**src/rtl/qclk_pkg.sv**
```systemverilog
// rtl/qclk_pkg.sv - shared constants and compare-state type for the qubit-time clock bank
package qclk_pkg;

   localparam int QCLK_WIDTH        = 32;
   localparam int QCLK_LOAD_LATENCY = 2;
   localparam int QCLK_N_CHAN       = 4;

   typedef enum logic {
      CMP_IDLE  = 1'b0,
      CMP_ARMED = 1'b1
   } cmp_state_e;

endpackage

```
**src/rtl/qclk_chan.sv**
```systemverilog
// rtl/qclk_chan.sv - one clock channel: free-running counter plus one-entry timed compare
// Compare unit is built only when QCLK_BANK_CMP_EN is defined.
module qclk_chan
   import qclk_pkg::*;
#(
   parameter int WIDTH        = QCLK_WIDTH,
   parameter int LOAD_LATENCY = QCLK_LOAD_LATENCY
) (
   input  logic             clk,
   input  logic             rst,
   input  logic             sync,
   input  logic             load_enable,
   input  logic [WIDTH-1:0] in_val,
   output logic [WIDTH-1:0] out,
   input  logic [WIDTH-1:0] cmp_val,
   input  logic             cmp_valid,
   output logic             cmp_ready,
   output logic             cmp_fire,
   output logic             cmp_late
);

   localparam logic [WIDTH-1:0] LAT = WIDTH'(LOAD_LATENCY);

   logic [WIDTH-1:0] value;

   always_ff @(posedge clk) begin
      if (rst) begin
         value <= '0;
      end else if (sync) begin
         value <= '0;
      end else if (load_enable) begin
         value <= in_val + LAT;
      end else begin
         value <= value + 1'b1;
      end
   end

   assign out = value;

`ifdef QCLK_BANK_CMP_EN
   cmp_state_e       state;
   logic [WIDTH-1:0] target;
   logic [WIDTH-1:0] diff;
   logic             ready_q;
   logic             fire_q;
   logic             late_q;

   // Sign bit of (value - target) gives the wrap-safe "reached" test.
   assign diff = value - target;

   always_ff @(posedge clk) begin
      if (rst) begin
         state   <= CMP_IDLE;
         target  <= '0;
         ready_q <= 1'b1;
         fire_q  <= 1'b0;
         late_q  <= 1'b0;
      end else begin
         fire_q <= 1'b0;
         late_q <= 1'b0;
         case (state)
            CMP_IDLE: begin
               if (cmp_valid && ready_q) begin
                  target  <= cmp_val;
                  state   <= CMP_ARMED;
                  ready_q <= 1'b0;
               end
            end
            CMP_ARMED: begin
               // The fire cycle is spent still armed so no target is taken alongside the pulse.
               if (fire_q) begin
                  state   <= CMP_IDLE;
                  ready_q <= 1'b1;
               end else if (!diff[WIDTH-1]) begin
                  fire_q <= 1'b1;
                  late_q <= |diff;
               end
            end
            default: begin
               state   <= CMP_IDLE;
               ready_q <= 1'b1;
            end
         endcase
      end
   end

   assign cmp_ready = ready_q;
   assign cmp_fire  = fire_q;
   assign cmp_late  = late_q;
`else
   logic unused_cmp;

   assign unused_cmp = ^{cmp_val, cmp_valid};
   assign cmp_ready  = 1'b0;
   assign cmp_fire   = 1'b0;
   assign cmp_late   = 1'b0;
`endif

endmodule

```
**src/rtl/qclk_bank.sv**
```systemverilog
// rtl/qclk_bank.sv - bank of N_CHAN qubit-time clock channels with shared rst and sync
// Compare units are built only when QCLK_BANK_CMP_EN is defined.
module qclk_bank
   import qclk_pkg::*;
#(
   parameter int WIDTH        = QCLK_WIDTH,
   parameter int N_CHAN       = QCLK_N_CHAN,
   parameter int LOAD_LATENCY = QCLK_LOAD_LATENCY
) (
   input  logic                    clk,
   input  logic                    rst,
   input  logic                    sync,
   input  logic [N_CHAN-1:0]       load_enable,
   input  logic [N_CHAN*WIDTH-1:0] in_val,
   output logic [N_CHAN*WIDTH-1:0] out,
   input  logic [N_CHAN*WIDTH-1:0] cmp_val,
   input  logic [N_CHAN-1:0]       cmp_valid,
   output logic [N_CHAN-1:0]       cmp_ready,
   output logic [N_CHAN-1:0]       cmp_fire,
   output logic [N_CHAN-1:0]       cmp_late
);

   for (genvar c = 0; c < N_CHAN; c++) begin : g_chan
      qclk_chan #(
         .WIDTH        (WIDTH),
         .LOAD_LATENCY (LOAD_LATENCY)
      ) u_chan (
         .clk         (clk),
         .rst         (rst),
         .sync        (sync),
         .load_enable (load_enable[c]),
         .in_val      (in_val[c*WIDTH +: WIDTH]),
         .out         (out[c*WIDTH +: WIDTH]),
         .cmp_val     (cmp_val[c*WIDTH +: WIDTH]),
         .cmp_valid   (cmp_valid[c]),
         .cmp_ready   (cmp_ready[c]),
         .cmp_fire    (cmp_fire[c]),
         .cmp_late    (cmp_late[c])
      );
   end

endmodule
```
**config.mk**
```make
export PLATFORM = sky130hd
export DESIGN_NAME = qclk_bank
export DESIGN_NICKNAME = d
export VERILOG_FILES = /design/src/rtl/qclk_pkg.sv /design/src/rtl/qclk_chan.sv /design/src/rtl/qclk_bank.sv
export SDC_FILE = /design/constraint.sdc
export NUM_CORES = 1
export LEC_CHECK = 0
export BUFFER_PORTS_ARGS = -buffer_cell sky130_fd_sc_hd__buf_4
export CORE_AREA = 2 2 157 159
export CTS_CLUSTER_SIZE = 20
export DETAILED_ROUTE_END_ITERATION = 16
export DIE_AREA = 0 0 159 161
export GPL_TIMING_DRIVEN = 1
export PLACE_DENSITY = 0.66
export SYNTH_ARGS = -nofsm -noshare
export SYNTH_HDL_FRONTEND = slang
export SYNTH_HIERARCHICAL = 1
export SYNTH_SLANG_ARGS = --single-unit
```
**constraint.sdc**
```tcl
create_clock -name clk -period 3.3 [get_ports clk]
set_input_delay 0.33 -clock clk [delete_from_list [all_inputs] [get_ports clk]]
set_output_delay 0.33 -clock clk [all_outputs]
set_load 0.05 [all_outputs]
```
==> out/qor_table.md, run 1 <==
| Quantity | This run | Unit |
| --- | --- | --- |
| Run status | completed | - |
| Placement Rows | 57 | - |
| TritonCTS buffer count | 17 | - |
| Post-layout instance area | 11,700 | um2 |
| Average cell area after synthesis | 8.36 | um2 |
| Worst slew pin tran | 0.949 | ns |
| Hold Crit Start | in_val[0] | - |
| I/O pins | 407 | - |
| Clock tree from TritonCTS | yes | - |
| Area after DPL | 11,100 | um2 |
| Chip Height | 161 | um |
| Slowest Stage Delay on Critical Path | 0.50 | ns |
| Router iterations before antenna repair | 5 | - |
| Area fraction of the dominant cell type after synthesis | 28.7 | % |
| Leakage power figure | 0.00479 | uW |
| Average routed wire per standard cell | 16.9 | um |
| Via count | 8,898 | - |
| Core area | 24,000 | um2 |
| Die Wd | 159 | um |
| Start point of the critical path | g_chan[0].u_chan/out[0] | - |
| Critical Path RT | 3.55 | ns |
| Startpoint types | flop | - |
| Number of clock sinks | 128 | - |
| Area leader, netlist | dfxtp_1 | - |
| Classification of the worst-slack hold path | input pin to flop | - |
| Sum Neg Setup Slack | 0 | ns |
| Final-stage net count | 1,585 | - |
| Final WL | 27,800 | um |
| Post-route DRC violation count | 0 | - |
| Flip-flop cell with the highest count after synthesis | dfxtp_1 | - |
| Fraction of the cycle the final worst path needs | 58.6 | % |
| Root buf cell | clkbuf_16 | - |
| Skew-Pair Late Insertion Delay | 0.42 | ns |
| Detailed-placement wirelength estimate | 21,000 | um |
| Fraction of final layout cells sized beyond drive strength 1 | 26.2 | % |
| Final-report hold violation count | 0 | - |
| Via density per instance | 5.40 | - |
| Unrepaired setup endpoints after global routing | false | - |
| Synthesized instance count | 1,068 | - |
| Number of synthesized register bits | 128 | - |
| Normalized max-slew margin | 36.4 | % |
| Achievable Freq | 517 | MHz |
| CTS max path bufs | 2 | - |
| Final critical-path required period | 1.93 | ns |
| Initial cell density of the core | 37.3 | % |
| Number of synthesized flops with an enable pin | 0 | - |
| Number of antenna violations at the first check in global routing | 6 | - |
| First-pass GRT wire length | 44,400 | um |
| Sequential cell area fraction in the yosys report | 28.7 | % |
| Max Transition Viols Final | 0 | - |
| Layout overhead on the synthesized area | 31.1 | % |
| Vias in the first global route | 8,401 | - |
| Largest cells by area after synthesis | dfxtp_1 29%, xor2_1 15%, xnor2_1 7.1%, nand4_1 5.0%, o22ai_1 4.8% | - |
| Clock tree skew after final layout | 0.0152 | ns |
| Resize count post-CTS | 0 | - |
| Clock edge transition at the registers on the reported setup and hold paths | 0.06 | ns |
| Global router's overall resource usage | 21.2 | % |
| Synth warn | 6 | - |
| Total of max-cap violations | 0 | - |
| Slowest-stage cell, CP | dfxtp_1 | - |
| Share of the synthesized area in compound gates (AO/OA/AOI/OAI) | 10.1 | % |
| Cell breakdown of the critical path | ha_1 > nand3_1 > nor3_1 > and4_1 > xnor2_1 > o22ai_1 | - |
| Mux share of post-synthesis cell area | 0.448 | % |
| Number of flip-flops under the largest register name | 128 | - |
| Combinational family with the most area after synthesis | simple AND/OR/NAND/NOR gates | - |
| Total die area | 25,600 | um2 |
| Antenna Violating Nets Remaining | 0 | - |
| Reg2reg start | g_chan[0].u_chan/out[0] | - |
| Synth unique cells | 35 | - |
| Post-synthesis xor/xnor area fraction | 22.0 | % |
| Largest net degree at the start of global routing | 22 | - |
| Number of setup violations in the final report | 0 | - |
| Fillers | 2,354 | - |
| Leading cell type by number of instances after synthesis | xor2_1 | - |
| Fraction of registers with async set or reset after synthesis | 0 | % |
| Routability-driven placement congestion ratio | 0.850 | - |
| Maximum level of the CTS H-tree | 4 | - |
| Combined area of all synthesized cells | 8930 | um2 |
| Setup fix buffers added after clock tree synthesis | 0 | - |
| Data arrival, critical path | 2.19 | ns |
| Overflow left after global routing | 0 | - |
| Maximum fanout along the worst path | 6 | - |
| CP Capture Type | flop | - |
| Synthesized-area fraction occupied by and/or/nand/nor cells | 34.1 | % |
| Peak ir drop on the vdd network | 0.000226 | V |
| Drt first-iter violations | 656 | - |
| Hold-fix buffers, CTS | 0 | - |
| Quantity of I/O buffers inserted on ports | 262 | - |
| Post-synthesis adder-cell area fraction | 1.12 | % |
| Crit path kind | flop to flop | - |
| Top post-synthesis cells by count | 152 x xor2_1, 128 x dfxtp_1, 92 x nor2_1 | - |
| Power per standard cell area | 384 | nW/um2 |
==> final cells by class <==
type	count	area, um2	area share, %
multi-input cells	884	6090	52.0
flip-flops and latches	128	2560	21.9
repair buffers	263	1970	16.9
clock buffers	20	457	3.90
well taps	324	405	3.46
clock inverters	12	159	1.36
inverters	16	60.1	0.513
diodes	1	2.50	0.0214
==> routing by layer <==
layer | wire length (um) | GRT usage [%] | part of all wire (%)
met1 | 12900 | 28.9 | 46
met2 | 12100 | 32.7 | 43
met3 | 2290 | 5.86 | 8.2
met4 | 442 | 6.28 | 1.6
met5 | 64 | 0 | 0.23
==> report_power, final <==
group / internal [uW] / leakage [uW] / switching [uW]
registers: 1610 / 0.00105 / 93.3
logic: 299 / 0.00345 / 503
clock network: 1230 / 0.000297 / 763
==> kinds of logic (layout without fill, tap and decap cells) <==
| kind of cell | count (synthesis) | in the layout |
|---|---|---|
| other | 4 | 13 |
| AND/OR/NAND/NOR | 500 | 500 |
| buffers and inverters | 64 | 311 |
| adder cells (fa/ha/maj) | 8 | 8 |
| flip-flops | 128 | 128 |
| XOR/XNOR | 224 | 224 |
| multiplexers | 4 | 4 |
| AO/OA/AOI/OAI | 136 | 136 |
==> worst max-delay path, delay by kind of cell (launching register included) <==
family                     cells  cell delay (ns)
AOI/OAI and AO/OA              1             0.11
and+or+nand+nor                3             0.78
DFF                            1             0.50
xor gates and xnor gates       1             0.11
adders and majority gates      1             0.27
==> layout by cell type, fill, tap and decap left out, types with 16 or more instances in the layout <==
master     netlist  routed
nand3_1         84      84
buf_4           16     263
o22ai_1         68      68
xnor2_1         72      72
inv_1           16      16
and2_1          16      16
clkbuf_16        0      17
nand4_1         72      72
and4_1          24      24
nand2_1         80      80
and3_1          52      52
nor2_1          92      92
a21oi_1         20      20
nor3_1          24      24
xor2_1         152     152
dfxtp_1        128     128
a211oi_1        32      32
==> per-stage QoR <==
step                hold slack (ns)  instances  setup WS [ns]  utilization, %  power, uW
finish                        0.151       1648           1.37            48.9       4500
global route                  0.165       1647           1.19            48.9       4660
CTS                           0.134       1647           1.35            48.9       4540
detailed placement            0.571       1615           1.18            46.3       2530
global placement              0.563       1615           1.15            46.3       2520
floorplan                     0.473       1076           1.35               -       2190
==> path summary, 6_finish.rpt <==
path | cells past startpoint | slack (ns) | end
max reg2reg | 6 | 1.37 | g_chan[0].u_chan/out[14]
min reg2reg | 2 | 0.59 | g_chan[1].u_chan/out[22]
min | 3 | 0.15 | g_chan[0].u_chan/out[0]
max | 6 | 1.37 | g_chan[0].u_chan/out[14]
(Power assumes the default switching activity.)
==> run 2, diff against run 1 <==
--- a/config.mk
+++ b/config.mk
@@ -5,13 +5,13 @@
 export SDC_FILE = /design/constraint.sdc
 export NUM_CORES = 1
 export LEC_CHECK = 0
+export ABC_AREA = 1
 export BUFFER_PORTS_ARGS = -buffer_cell sky130_fd_sc_hd__buf_4
-export CORE_AREA = 2 2 157 159
+export CORE_UTILIZATION = 38
 export CTS_CLUSTER_SIZE = 20
 export DETAILED_ROUTE_END_ITERATION = 16
-export DIE_AREA = 0 0 159 161
 export GPL_TIMING_DRIVEN = 1
-export PLACE_DENSITY = 0.66
+export PLACE_DENSITY = 0.64
 export SYNTH_ARGS = -nofsm -noshare
 export SYNTH_HDL_FRONTEND = slang
 export SYNTH_HIERARCHICAL = 1
==> constraint.sdc (replaced) <==
create_clock -name clk -period 1.8 [get_ports clk]
set_input_delay 0.18 -clock clk [delete_from_list [all_inputs] [get_ports clk]]
set_output_delay 0.18 -clock clk [all_outputs]
set_load 0.05 [all_outputs]
==> out/qor_table.md, run 2 <==
| Quantity | This run | Unit | Change |
| --- | --- | --- | --- |
| Combinational group share of total power | 22.0 | % | was 17.8% |
| Classification of the worst-slack hold path | input pin to flop | - | unchanged |
| Area fraction of the dominant cell type after synthesis | 22.4 | % | was 28.7% |
| Detailed-placement wirelength estimate | 34,000 | um | was 21,000 um |
| Area leader, netlist | nand2_1 | - | was dfxtp_1 |
| Clock tree skew after final layout | 0.0170 | ns | was 0.0152 ns |
| Total die area | 31,100 | um2 | was 25,600 um2 |
| Final WL | 42,100 | um | was 27,800 um |
| GR Layer Usage met3 | 4.33 | % | was 5.86% |
| Largest cells by area after synthesis | nand2_1 22%, dfxtp_1 22%, nor2_1 13%, nand3_1 6.2%, inv_1 5.1% | - | was dfxtp_1 29%, xor2_1 15%, xnor2_1 7.1%, nand4_1 5.0%, o22ai_1 4.8% |
| Clock edge transition at the registers on the reported setup and hold paths | 0.07 | ns | was 0.06 ns |
| Via count | 13.6k | - | was 8,898 |
| Internal power consumption | 5710 | uW | was 3140 uW |
| Number of flip-flops under the largest register name | 128 | - | unchanged |
| Cell repeated most along the worst path | nand2_1 | - |  |
| Overflow left after global routing | 0 | - | unchanged |
| Peak ir drop on the vdd network | 0.000618 | V | was 0.000226 V |
| Achievable Freq | 579 | MHz |  |
| Initial cell density of the core | 38.8 | % | was 37.3% |
| Fraction of registers with async set or reset after synthesis | 0 | % | unchanged |
| Placement Rows | 63 | - | was 57 |
| Drt first-iter violations | 960 | - | was 656 |
| Max Transition Viols Final | 0 | - | unchanged |
| Clock power share | 42.4 | % | was 44.4% |
| Slowest Stage Delay on Critical Path | 0.57 | ns | was 0.50 ns |
| Top post-synthesis cells by count | 688 x nand2_1, 400 x nor2_1, 156 x inv_1 | - | was 152 x xor2_1, 128 x dfxtp_1, 92 x nor2_1 |
| Synth warn | 6 | - | unchanged |
| Final critical-path required period | 1.73 | ns |  |
| Routability-driven placement congestion ratio | 0.973 | - | was 0.850 |
| Quantity of I/O buffers inserted on ports | 262 | - | unchanged |
| Total of max-cap violations | 0 | - | unchanged |
| Startpoint types | input pin | - | was flop |
| Layout overhead on the synthesized area | 26.8 | % | was 31.1% |
| Fillers | 3,195 | - | was 2,354 |
| Synthesized instance count | 2,056 | - | was 1,068 |
| Maximum fanout along the worst path | 5 | - | was 6 |
| Switching power total | 3020 | uW | was 1360 uW |
| Worst slew pin tran | 0.616 | ns | was 0.949 ns |
| Leading cell type by number of instances after synthesis | nand2_1 | - | was xor2_1 |
| Run status | completed | - | unchanged |
| Global router's overall resource usage | 26.8 | % | was 21.2% |
| Switching Share | 34.6 | % | was 30.2% |
| Root buf cell | clkbuf_16 | - | unchanged |
| Core area | 29,800 | um2 | was 24,000 um2 |
| Final-report hold violation count | 0 | - | unchanged |
| Via density per instance | 5.01 | - | was 5.40 |
| First-pass GRT wire length | 65,400 | um | was 44,400 um |
| Antenna Violating Nets Remaining | 0 | - | unchanged |
| Number of clock sinks | 128 | - | unchanged |
| Router iterations before antenna repair | 5 | - | unchanged |
| Average routed wire per standard cell | 15.5 | um | was 16.9 um |
| TritonCTS buffer count | 17 | - | unchanged |
| CP Capture Type | flop | - | unchanged |
| Skew-Pair Late Insertion Delay | 0.42 | ns | about the same |
| Setup slack of the most critical reg-to-reg path | 0.18 | ns | was 1.37 ns |
| Slowest-stage cell, CP | dlygate4sd3_1 | - | was dfxtp_1 |
| Antenna Diode Count | 0 | - | was 1 |
| Worst Hold Slack | 0.0574 | ns | was 0.151 ns |
| Flip-flop cell with the highest count after synthesis | dfxtp_1 | - | unchanged |
| Crit path kind | input pin to flop | - | was flop to flop |
| Maximum level of the CTS H-tree | 4 | - | unchanged |
| Met1 track utilization from global routing | 36.1 | % | was 28.9% |
| I/O pins | 407 | - | unchanged |
| Cell breakdown of the critical path | dlygate4sd3_1 > buf_4 > ha_1 > nand2_1 > nor2_4 > nand2_4 > nor2_4 > nand2_1 > nand2_1 > nand2_1 > nor2_2 > nor2_1 | - | was ha_1 > nand3_1 > nor3_1 > and4_1 > xnor2_1 > o22ai_1 |
| Critical Path RT | 2.11 | ns | was 3.55 ns |
| Power per standard cell area | 597 | nW/um2 | was 384 nW/um2 |
| Sequential cell fraction of total power | 35.7 | % | was 37.8% |
| Synth unique cells | 27 | - | was 35 |
| Number of setup violations in the final report | 0 | - | unchanged |
| Largest net degree at the start of global routing | 35 | - | was 22 |
| Layer with the highest usage after global routing | met2 | - | unchanged |
| Number of antenna violations at the first check in global routing | 0 | - | was 6 |
| Number of synthesized register bits | 128 | - | unchanged |
| Clock tree from TritonCTS | yes | - | unchanged |
| Chip Height | 176 | um | was 161 um |
| Average cell area after synthesis | 5.62 | um2 | was 8.36 um2 |
| Most common cell after layout, fill and taps aside | nand2_1 | - | was buf_4 |
| Data arrival, critical path | 2.04 | ns | was 2.19 ns |
| Commonest cells after routing, fill and taps aside | 688 x nand2_1, 398 x nor2_1, 281 x buf_4 | - | was 263 x buf_4, 152 x xor2_1, 128 x dfxtp_1 |
| Routing usage on met2 | 43.3 | % | was 32.7% |
| Vias in the first global route | 12.5k | - | was 8,401 |
| Fraction of the cycle the final worst path needs | 95.9 | % |  |
| Post-route DRC violation count | 0 | - | unchanged |
| Die Wd | 176 | um | was 159 um |
| Number of synthesized flops with an enable pin | 0 | - | unchanged |
| Normalized max-slew margin | 58.8 | % | was 36.4% |
| Combined area of all synthesized cells | 11,500 | um2 | was 8930 um2 |
| Leakage power figure | 0.00614 | uW | was 0.00479 uW |
| Fraction of final layout cells sized beyond drive strength 1 | 19.9 | % | was 26.2% |
| Final-stage net count | 2,596 | - | was 1,585 |
| CTS max path bufs | 2 | - | unchanged |
| Sum Neg Setup Slack | 0 | ns | unchanged |
| Sequential cell area fraction in the yosys report | 22.2 | % | was 28.7% |
| Unrepaired setup endpoints after global routing | false | - | unchanged |
-- run 2: changes by cell type after synthesis, sizes merged, moves of 40 or more --
cell	change
xnor2	-40
a21oi	+92
o21ai	+80
nand4	-80
nor2	+400
nand3b	+40
nand2	+652
inv	+148
nand3	+56
o22ai	-68
and3	-52
xor2	-124
-- run 2: layout make-up --
cell class,instances,area (um2),area share (%)
inverter,164,616,4.21
tap,390,488,3.33
clock buffer,17,425,2.91
multi-input combinational,1724,8190,55.9
sequential,128,2560,17.5
clock inverter,15,191,1.31
timing repair buffer,286,2170,14.8
-- run 2: final timing paths --
check / start / to / cells after the start
min reg2reg: g_chan[1].u_chan/out[0] / g_chan[1].u_chan/out[0] / 1
max reg2reg: g_chan[1].u_chan/out[0] / g_chan[1].u_chan/out[26] / 8
max: in_val[65] / g_chan[2].u_chan/out[21] / 12
min: in_val[96] / g_chan[3].u_chan/out[0] / 3
-- run 2: per-layer routing --
layer / vias to the layer above / wire length, um / share of wire, %
met5: - / 0 / 0
met4: 0 / 1090 / 2.6
met3: 58 / 3220 / 7.7
met2: 516 / 18900 / 45
met1: 6086 / 18900 / 45
li1: 6986 / - / -
-- run 2: power by group through the flow --
| stage | clock network [uW] | registers [uW] | logic [uW] |
|---|---|---|---|
| 3_5_place_dp | 0 | 3180 | 1890 |
| 2_1_floorplan | 0 | 3530 | 741 |
| 5_1_grt | 3910 | 3130 | 2070 |
| 4_1_cts | 3810 | 3110 | 1910 |
| 3_3_place_gp | 0 | 3170 | 1880 |
| 6_report | 3700 | 3120 | 1920 |
-- run 2: worst max-delay path, delay by kind of cell --
kind / cells / cell delay, ns
AND/OR/NAND/NOR: 9 / 0.98
buffers and inverters: 2 / 0.71
adder cells (fa/ha/maj): 1 / 0.16
-- run 2: metrics by stage --
stage	worst slack, ns	power (uW)	util [%]	cells	instance area [um2]
finish	0.0741	8740	49.1	2724	14600
global route	0.00847	9110	49.1	2724	14600
CTS	0.0642	8830	49.0	2723	14600
detailed placement	0.176	5070	46.8	2687	13900
global placement	0.214	5060	46.8	2687	13900
floorplan	0.00267	4270	-	2064	11600
-- run 2: logic make-up (layout without fill, tap and decap cells) --
logic type	after synthesis	count (layout)	share of synthesized area (%)
compound gates	212	212	9.62
xor+xnor	60	60	4.55
simple gates	1432	1432	55.2
buf+inv	212	482	7.41
flops	128	128	22.2
other cells	4	12	0.130
fa+ha+maj	8	8	0.867
-- run 2: what timing repair did --
item	CTS	global route
hold endpoints to repair	4	0
endpoints found under the setup margin	0	8
gates resized for setup	0	10
setup buffers	0	1
hold buffers	4	0
